===== src/rtl/instr_readout.sv =====
// Instruction register drain stage. Sweeps a window of register locations,
// recomputes each stored result, and streams the entries out over a
// valid/ready interface with a per-sweep mismatch count.

package instr_readout_pkg;

    localparam int ADDR_W = 5;

    typedef logic [ADDR_W-1:0] address_t;

    typedef enum logic [3:0] {
        OPC_ZERO  = 4'd0,
        OPC_PASSA = 4'd1,
        OPC_PASSB = 4'd2,
        OPC_ADD   = 4'd3,
        OPC_SUB   = 4'd4,
        OPC_MULT  = 4'd5,
        OPC_DIV   = 4'd6,
        OPC_MOD   = 4'd7
    } opc_e;

    typedef struct packed {
        logic [3:0]  opc;
        logic [7:0]  op_a;
        logic [7:0]  op_b;
        logic [15:0] res;
    } instruction_t;

    // Signed result at the res width; operands are sign-extended first and
    // a zero divisor yields zero rather than an undefined quotient.
    function automatic logic [15:0] calc_expected(input instruction_t iw);
        logic signed [15:0] a_s;
        logic signed [15:0] b_s;
        logic signed [15:0] r_s;
        a_s = {{8{iw.op_a[7]}}, iw.op_a};
        b_s = {{8{iw.op_b[7]}}, iw.op_b};
        r_s = 16'sd0;
        case (iw.opc)
            OPC_ZERO:  r_s = 16'sd0;
            OPC_PASSA: r_s = a_s;
            OPC_PASSB: r_s = b_s;
            OPC_ADD:   r_s = a_s + b_s;
            OPC_SUB:   r_s = a_s - b_s;
            OPC_MULT:  r_s = a_s * b_s;
            OPC_DIV: begin
                if (b_s == 16'sd0) r_s = 16'sd0;
                else               r_s = a_s / b_s;
            end
            OPC_MOD: begin
                if (b_s == 16'sd0) r_s = 16'sd0;
                else               r_s = a_s % b_s;
            end
            default:   r_s = 16'sd0;
        endcase
        return r_s;
    endfunction

endpackage

module instr_readout
    import instr_readout_pkg::*;
#(
    parameter int DEPTH = 32,
    parameter int CNT_W = 6
) (
    input  logic             clk,
    input  logic             reset_n,
    input  logic             start,
    input  address_t         start_addr,
    input  logic [CNT_W-1:0] count,
    output address_t         read_pointer,
    input  instruction_t     instruction_word,
    output logic             busy,
    output logic             done,
    output logic             out_valid,
    input  logic             out_ready,
    output address_t         out_addr,
    output instruction_t     out_iw,
    output logic             out_err,
    output logic [CNT_W-1:0] err_count
);

    typedef enum logic [1:0] {
        ST_IDLE  = 2'd0,
        ST_FETCH = 2'd1,
        ST_HOLD  = 2'd2,
        ST_DONE  = 2'd3
    } state_e;

    localparam logic [CNT_W-1:0] CNT_ZERO = {CNT_W{1'b0}};
    localparam logic [CNT_W-1:0] CNT_ONE  = {{(CNT_W-1){1'b0}}, 1'b1};
    localparam logic [CNT_W-1:0] CNT_SAT  = {CNT_W{1'b1}};
    localparam address_t ADDR_ZERO = {ADDR_W{1'b0}};
    localparam address_t ADDR_ONE  = {{(ADDR_W-1){1'b0}}, 1'b1};
    localparam address_t ADDR_LAST = address_t'(DEPTH - 1);

    state_e           state_q, state_d;
    address_t         rp_q, rp_d;
    logic [CNT_W-1:0] remaining_q, remaining_d;
    logic [CNT_W-1:0] err_count_q, err_count_d;
    logic             busy_q, busy_d;
    logic             done_q, done_d;
    logic             out_valid_q, out_valid_d;
    address_t         out_addr_q, out_addr_d;
    instruction_t     out_iw_q, out_iw_d;
    logic             out_err_q, out_err_d;
    logic             mismatch_s;
    address_t         rp_next_s;

    assign mismatch_s = (calc_expected(instruction_word) != instruction_word.res);
    assign rp_next_s  = (rp_q == ADDR_LAST) ? ADDR_ZERO : (rp_q + ADDR_ONE);

    // Next-state and output-register logic for the sweep FSM.
    always_comb begin
        state_d     = state_q;
        rp_d        = rp_q;
        remaining_d = remaining_q;
        err_count_d = err_count_q;
        out_valid_d = out_valid_q;
        out_addr_d  = out_addr_q;
        out_iw_d    = out_iw_q;
        out_err_d   = out_err_q;
        case (state_q)
            ST_IDLE: begin
                if (start) begin
                    err_count_d = CNT_ZERO;
                    if (count != CNT_ZERO) begin
                        rp_d        = start_addr;
                        remaining_d = count;
                        state_d     = ST_FETCH;
                    end else begin
                        state_d     = ST_DONE;
                    end
                end else begin
                    state_d = ST_IDLE;
                end
            end
            ST_FETCH: begin
                out_iw_d    = instruction_word;
                out_addr_d  = rp_q;
                out_err_d   = mismatch_s;
                out_valid_d = 1'b1;
                if (mismatch_s && (err_count_q != CNT_SAT)) begin
                    err_count_d = err_count_q + CNT_ONE;
                end else begin
                    err_count_d = err_count_q;
                end
                state_d = ST_HOLD;
            end
            ST_HOLD: begin
                if (out_valid_q && out_ready) begin
                    out_valid_d = 1'b0;
                    remaining_d = remaining_q - CNT_ONE;
                    if (remaining_q == CNT_ONE) begin
                        state_d = ST_DONE;
                    end else begin
                        rp_d    = rp_next_s;
                        state_d = ST_FETCH;
                    end
                end else begin
                    state_d = ST_HOLD;
                end
            end
            ST_DONE: begin
                state_d = ST_IDLE;
            end
            default: begin
                state_d = ST_IDLE;
            end
        endcase
        busy_d = (state_d != ST_IDLE);
        done_d = (state_d == ST_DONE);
    end

    // State and output registers; reset abandons any sweep in progress.
    always_ff @(posedge clk or negedge reset_n) begin
        if (!reset_n) begin
            state_q     <= ST_IDLE;
            rp_q        <= ADDR_ZERO;
            remaining_q <= CNT_ZERO;
            err_count_q <= CNT_ZERO;
            busy_q      <= 1'b0;
            done_q      <= 1'b0;
            out_valid_q <= 1'b0;
            out_addr_q  <= ADDR_ZERO;
            out_iw_q    <= '{opc: 4'd0, op_a: 8'd0, op_b: 8'd0, res: 16'd0};
            out_err_q   <= 1'b0;
        end else begin
            state_q     <= state_d;
            rp_q        <= rp_d;
            remaining_q <= remaining_d;
            err_count_q <= err_count_d;
            busy_q      <= busy_d;
            done_q      <= done_d;
            out_valid_q <= out_valid_d;
            out_addr_q  <= out_addr_d;
            out_iw_q    <= out_iw_d;
            out_err_q   <= out_err_d;
        end
    end

    assign read_pointer = rp_q;
    assign busy         = busy_q;
    assign done         = done_q;
    assign out_valid    = out_valid_q;
    assign out_addr     = out_addr_q;
    assign out_iw       = out_iw_q;
    assign out_err      = out_err_q;
    assign err_count    = err_count_q;

endmodule


===== config.mk =====
export PLATFORM = sky130hd
export DESIGN_NAME = instr_readout
export DESIGN_NICKNAME = d
export VERILOG_FILES = /design/src/rtl/instr_readout.sv
export SDC_FILE = /design/constraint.sdc
export NUM_CORES = 1
export LEC_CHECK = 0
export CAP_MARGIN = 25
export CORE_MARGIN = 2
export CORE_UTILIZATION = 60
export CTS_CLUSTER_SIZE = 28
export DETAILED_ROUTE_END_ITERATION = 8
export PLACE_DENSITY = 0.81
export SYNTH_ARGS = -nofsm -noshare
export SYNTH_HDL_FRONTEND = slang
export SYNTH_SLANG_ARGS = --single-unit

===== constraint.sdc =====
create_clock -name clk -period 2.2 [get_ports clk]
set_clock_uncertainty 0.1 [all_clocks]
set_input_delay 0.22 -clock clk [delete_from_list [all_inputs] [get_ports clk]]
set_output_delay 0.22 -clock clk [all_outputs]
set_load 0.02 [all_outputs]

==> results of run 1 <==
-- stage by stage --
stage | worst slack (ns) | hold WS, ns | std cells | setup TNS [ns]
2_1_floorplan | -22.30 | -0.176 | 2210 | -155.69
3_3_place_gp | -23.42 | 0.152 | 3363 | -163.71
3_5_place_dp | -25.18 | 0.154 | 3363 | -176.63
-- logic make-up after synthesis --
| kind of cell | share of synthesized area, % |
|---|---|
| compound gates | 28.2 |
| xor+xnor | 6.42 |
| fa+ha+maj | 22.1 |
| buf+inv | 5.28 |
| flops | 9.95 |
| mux | 2.25 |
| other cells | 0.0467 |
| simple gates | 25.8 |
==> flow_summary.json, run 1 <==
{
  "outcome": "aborted with a tool error",
  "haltStage": "4_1_cts",
  "firstError": "[ERROR DPL-0033] detailed placement checks failed during check placement.",
  "ys_warn_count": 0,
  "ys_seq_elements": 64,
  "dpl.hpwl_um": 67300,
  "die_x_um": 168,
  "cts_resized": 197,
  "synth_async_sr_flop_share_pct": 100,
  "ys_top_cells_by_area": "ha_1, dfrtp_1, fa_1",
  "clockBufferDepth": 2,
  "ys_types": 115,
  "cts.sinks": 64,
  "io_pins": 107,
  "rows": 59,
  "syn_avg_cell_area_um2": 7.42,
  "root_buffer": "clkbuf_16",
  "cts_hold_buf": 1,
  "synth_flop_cell": "dfrtp_1",
  "post_cts_buffers": 61,
  "yosysSeqAreaShare_pct": 9.95,
  "synth_most_common_cell": "nand2_1",
  "synth_area_um2": 16100,
  "gp_congestion": 1.17,
  "synth_edf_count": 0,
  "die_y_um": 168,
  "start_util_pct": 61.4,
  "syn_inst": 2168,
  "cts-buffers-inserted": 9,
  "htreeDepth": 3,
  "placement.cell_area_um2": 24200,
  "yosysTopAreaCellShare_pct": 14.8,
  "synth_area_leader_cell": "ha_1",
  "numPortBuffers": 106,
  "synth_common_cells": "nand2_1, ha_1, nor2_1"
}
==> run 2, diff against run 1 <==
CORE_UTILIZATION = 40   (was 60)
CTS_CLUSTER_SIZE = default   (was 28)
PLACE_DENSITY = default   (was 0.81)
PLACE_DENSITY_LB_ADDON = 0.15   (was default)
==> run 2 against run 1 <==
Synthesized area unchanged. Synthesized cell count unchanged. The flow now finishes, with violations (setup timing).
==> flow_summary.json, run 2 <==
{
  "dpl.hpwl_um": 57900,
  "grt_pass1_vias": 20700,
  "crit_path_frequent_cell": "ha_4",
  "dr.pass1.iters": 7,
  "cts.sinks": 64,
  "gp_congestion": 0.990,
  "io_pins": 107,
  "grt_max_degree": 53,
  "ys_top_cells_by_area": "ha_1, dfrtp_1, fa_1",
  "die_y_um": 205,
  "worst_slack_ns": -22.73,
  "crit_fanout": 12,
  "critPathSlowestCell": "or4_4",
  "n_antenna_cell": 0,
  "root_buffer": "clkbuf_16",
  "grt_usage_pct": 33.8,
  "finalSetupViolCount": 7,
  "ys_warn_count": 0,
  "timing.rr.start": "err_count[0]",
  "required_ns": 2.33,
  "cts_tree": "built",
  "drtIter0Drc": 1781,
  "synth_async_sr_flop_share_pct": 100,
  "crit_path_start_kind": "input pin",
  "drc": 0,
  "r2r_cells": 5,
  "start_util_pct": 40.5,
  "synth_most_common_cell": "nand2_1",
  "min_path_type": "in -> async",
  "outcome": "finished, violations left",
  "syn_inst": 2168,
  "ant_nets": 0,
  "grt_overflow": 0,
  "syn_avg_cell_area_um2": 7.42,
  "drv_cap": 0,
  "fillerInstances": 3213,
  "synth_common_cells": "nand2_1, ha_1, nor2_1",
  "htreeDepth": 3,
  "clockBufferDepth": 2,
  "core_um2": 39700,
  "worstSkewPairLatency_ns": 0.33,
  "clk_pin_slew_ns": 0.06,
  "r2r_end": "err_count[4]",
  "wl_per_cell_um": 19.6,
  "grt_pass1_wl_um": 112000,
  "numPortBuffers": 106,
  "crit_type": "in -> reg",
  "rows": 73,
  "synth_edf_count": 0,
  "violations": "setup timing",
  "relSlewSlack_pct": 38.3,
  "hold_viol": 0,
  "fmax_mhz": 40.1,
  "ys_seq_elements": 64,
  "fin_crit_sh_pct": 1130,
  "fin_util_pct": 70.1,
  "multi_input_area_um2": 16200,
  "seq_area_um2": 1600,
  "area_delta_synth_final_pct": 73.0,
  "worst_setup_path_end_kind": "register",
  "slew_viol_final": 0,
  "dieArea_um2": 41900,
  "period_minus_slack_ns": 24.93,
  "final_cell_mix": "buf_4, nand2_1, nor2_1, ha_1, inv_1",
  "final_common_cell": "buf_4",
  "cts-buffers-inserted": 9,
  "largest_register_ffs": 36,
  "rrSetupSlack_ns": 0.24,
  "vias": 21200,
  "die_x_um": 205,
  "antenna_found_initial": 2,
  "synth_flop_cell": "dfrtp_1",
  "drive_above_1_share_pct": 43.4,
  "ys_types": 115,
  "nNetsFinal": 3527,
  "rsz0062_at_grt": "yes",
  "cp_slowest_stage_delay_ns": 0.61,
  "synth_area_um2": 16100,
  "vias_per_cell": 5.63,
  "synth_area_leader_cell": "ha_1",
  "totalWireLength_um": 73500,
  "yosysTopAreaCellShare_pct": 14.8,
  "yosysSeqAreaShare_pct": 9.95,
  "tightest_slew_ns": 0.912,
  "critPathArrivalTime_ns": 25.06
}
run 2: cell counts after synthesis:
No cell type changed its count.
run 2: worst max-delay path by stage:
| stage | startpoint | to | slack, ns | cells past startpoint |
|---|---|---|---|---|
| final | instruction_word[16] | err_count[4] | -22.73 | 128 |
| after CTS | instruction_word[16] | err_count[4] | -22.28 | 124 |
| after detailed placement | instruction_word[16] | err_count[4] | -24.63 | 124 |
| after global routing | instruction_word[16] | err_count[4] | -23.63 | 127 |
| after floorplan | instruction_word[16] | err_count[4] | -22.30 | 125 |
| after global placement | instruction_word[16] | err_count[2] | -24.19 | 125 |
run 2: timing repair:
item / CTS / global route
pin swaps: 125 / 132
setup endpoints to repair: 7 / 7
cloned: 3 / 1
setup buffers: 98 / 46
hold buffers: 1 / 0
hold endpoints to repair: 22 / 0
gates resized for setup: 230 / 142
run 2: per-stage QoR:
step / TNS, ns / instance area (um^2) / std cells / worst slack [ns] / hold WS [ns]
6_report: -158.29 / 27800 / 3757 / -22.73 / 0.319
5_1_grt: -164.41 / 27800 / 3757 / -23.63 / 0.371
4_1_cts: -155.19 / 26800 / 3710 / -22.28 / 0.334
3_5_place_dp: -171.75 / 24800 / 3592 / -24.63 / 0.144
3_3_place_gp: -169.06 / 24800 / 3592 / -24.19 / 0.134
2_1_floorplan: -155.69 / 17300 / 2210 / -22.30 / -0.176
run 2: layer usage:
layer,GRT usage (%),share of wire [%]
met1,44.3,43
met2,58.2,47
met4,10.8,3.4
met3,3.29,6.4
met5,0,0
run 2: cell type report:
cell class	count	share of cell area, %
clock buffers	11	0.872
repair buffers	1083	30.8
clock inverters	5	0.202
inverters	137	1.91
multi-input cells	1932	58.1
well taps	525	2.36
flip-flops and latches	64	5.75
run 2: cell families (layout without fill, tap and decap cells):
| family | after synthesis | after routing | share of synthesized area (%) |
|---|---|---|---|
| other cells | 2 | 44 | 0.0467 |
| simple gates | 836 | 837 | 25.8 |
| xor+xnor | 118 | 118 | 6.42 |
| flops | 64 | 64 | 9.95 |
| fa+ha+maj | 249 | 249 | 22.1 |
| compound gates | 649 | 649 | 28.2 |
| mux | 35 | 35 | 2.25 |
| buf+inv | 215 | 1236 | 5.28 |
run 2: critical path: cells and delay by family:
| kind | cells | cell delay, ns |
|---|---|---|
| and+or+nand+nor | 32 | 5.93 |
| AOI/OAI and AO/OA | 51 | 10.43 |
| muxes | 6 | 1.45 |
| adders and majority gates | 16 | 4.04 |
| buffers and inverters | 23 | 2.93 |
Power of run 2 is not shown: default switching activity piles up to over one toggle a cycle in this logic, so the estimate is an artifact.
==> run 3, diff against run 2 <==
--- a/config.mk
+++ b/config.mk
@@ -7,3 +7,2 @@
 export LEC_CHECK = 0
-export CAP_MARGIN = 25
 export CORE_MARGIN = 2
@@ -12,2 +11,3 @@
 export PLACE_DENSITY_LB_ADDON = 0.15
+export SETUP_SLACK_MARGIN = 0.5
 export SYNTH_ARGS = -nofsm -noshare
--- a/constraint.sdc
+++ b/constraint.sdc
@@ -4,2 +4,2 @@
 set_output_delay 0.22 -clock clk [all_outputs]
-set_load 0.02 [all_outputs]
+set_load 0.05 [all_outputs]
==> run 3 against run 2 <==
Setup slack got worse by 0.077 ns. Global-route usage shrank 0.23 points. Clock-buffer cell count shrank 1. Non-clock buffer count down 6. The flow still finishes with violations (setup timing). Register-to-register slack better by 0.11 ns. Sequential share of layout area barely moved. Routed wire length is 1.0% lower. Maximum frequency shrank 0.31%. Hold slack worse by 0.051 ns. Largest cell class unchanged.
==> flow_summary.json, run 3 (synthesis results as in run 2) <==
{
  "required_ns": 2.35,
  "worstSkewPairLatency_ns": 0.33,
  "critPathSlowestCell": "or4_4",
  "final_cell_mix": "buf_4, nand2_1, nor2_1, ha_1, inv_1",
  "wl_per_cell_um": 19.4,
  "multi_input_area_um2": 16100,
  "seq_area_um2": 1610,
  "r2r_end": "err_count[4]",
  "drtIter0Drc": 1749,
  "dr.pass1.iters": 8,
  "tightest_slew_ns": 0.936,
  "r2r_cells": 5,
  "die_x_um": 205,
  "fin_cells": 3750,
  "worst_slack_ns": -22.80,
  "grt_max_degree": 54,
  "crit_path_start_kind": "input pin",
  "place_inst": 3589,
  "cp_slowest_stage_delay_ns": 0.58,
  "drv_cap": 0,
  "crit_fanout": 16,
  "htreeDepth": 3,
  "grt_pass1_vias": 21400,
  "relSlewSlack_pct": 36.7,
  "fillerInstances": 3208,
  "clk_pin_slew_ns": 0.06,
  "drive_above_1_share_pct": 43.6,
  "gp_congestion": 0.998,
  "critPathArrivalTime_ns": 25.15,
  "numPortBuffers": 106,
  "n_antenna_cell": 0,
  "dpl.hpwl_um": 57000,
  "grt_usage_pct": 33.6,
  "core_um2": 39700,
  "antenna_found_initial": 2,
  "root_buffer": "clkbuf_16",
  "fmax_mhz": 40.0,
  "rows": 73,
  "rrSetupSlack_ns": 0.35,
  "cts.sinks": 64,
  "hold_viol": 0,
  "worst_setup_path_end_kind": "register",
  "crit_type": "in -> reg",
  "io_pins": 107,
  "drc": 0,
  "outcome": "finished, violations left",
  "rsz0062_at_grt": "yes",
  "vias": 21100,
  "ant_nets": 0,
  "violations": "setup timing",
  "crit_path_frequent_cell": "ha_4",
  "totalWireLength_um": 72700,
  "grt_overflow": 0,
  "finalSetupViolCount": 7,
  "cts_tree": "built",
  "die_y_um": 205,
  "hold_slack_ns": 0.269,
  "fin_crit_sh_pct": 1140,
  "final_common_cell": "buf_4",
  "min_path_type": "in -> async",
  "start_util_pct": 40.5,
  "largest_register_ffs": 36,
  "period_minus_slack_ns": 25.00,
  "timing.rr.start": "err_count[0]",
  "dieArea_um2": 41900,
  "nNetsFinal": 3520,
  "vias_per_cell": 5.63,
  "area_delta_synth_final_pct": 72.4,
  "grt_pass1_wl_um": 112000,
  "slew_viol_final": 0,
  "clockBufferDepth": 2,
  "cts-buffers-inserted": 9
}
-- run 3: cell count changes in the layout (fill, tap and decap cells not counted), moves of 7 or more --
cell / change
buf_4: -10
o21ai_1: +8
clkdlybuf4s50_1: -59
dlygate4sd2_1: +53
a21oi_1: +7
-- run 3: how the worst max path moves through the flow --
stage,from,end,slack [ns],depth (start not counted)
finish,instruction_word[16],err_count[4],-22.80,122
global route,instruction_word[17],err_count[4],-23.65,135
CTS,instruction_word[16],err_count[4],-22.33,127
detailed placement,instruction_word[23],err_count[4],-24.90,128
global placement,instruction_word[16],err_count[4],-24.34,124
floorplan,instruction_word[16],err_count[4],-22.30,125
-- run 3: timing repair --
item | 4_1_cts | 5_1_grt
gates cloned | 1 | 1
endpoints found under the setup margin | 73 | 18
hold buffers | 1 | 0
pin swaps | 114 | 123
resized for setup | 300 | 148
buffers inserted | 93 | 49
hold endpoints to repair | 17 | 0
-- run 3: stage by stage --
| step | utilization, % | TNS [ns] | setup slack [ns] | area [um^2] |
|---|---|---|---|---|
| 3_3_place_gp | 62.4 | -170.05 | -24.34 | 24800 |
| 6_report | 69.9 | -159.12 | -22.80 | 27800 |
| 5_1_grt | 69.9 | -164.87 | -23.65 | 27800 |
| 3_5_place_dp | 62.4 | -173.89 | -24.90 | 24800 |
| 4_1_cts | 67.2 | -155.90 | -22.33 | 26700 |
| 2_1_floorplan | - | -155.71 | -22.30 | 17300 |
-- run 3: routing by layer --
metal | global-route usage [%] | routed length [um] | vias to the layer above
met5 | 0 | 0 | -
met4 | 13.5 | 3190 | 0
met3 | 3.29 | 3810 | 202
met2 | 58.5 | 34500 | 757
met1 | 42.5 | 31200 | 10100
li1 | - | - | 10000
-- run 3: layout make-up --
| cell class | count | area share [%] |
|---|---|---|
| multi-input combinational | 1931 | 58.1 |
| tap | 525 | 2.37 |
| timing repair buffer | 1077 | 30.7 |
| clock inverter | 6 | 0.239 |
| sequential | 64 | 5.78 |
| inverter | 137 | 1.91 |
| clock buffer | 10 | 0.861 |
-- run 3: critical path, delay by kind of cell --
| family | cells | cell delay [ns] |
|---|---|---|
| multiplexers | 5 | 1.06 |
| adder cells (fa/ha/maj) | 16 | 3.94 |
| buffers and inverters | 19 | 2.29 |
| XOR/XNOR | 2 | 0.34 |
| AO/OA/AOI/OAI | 42 | 9.72 |
| AND/OR/NAND/NOR | 38 | 7.50 |
Power of run 3 is left out for the same reason.
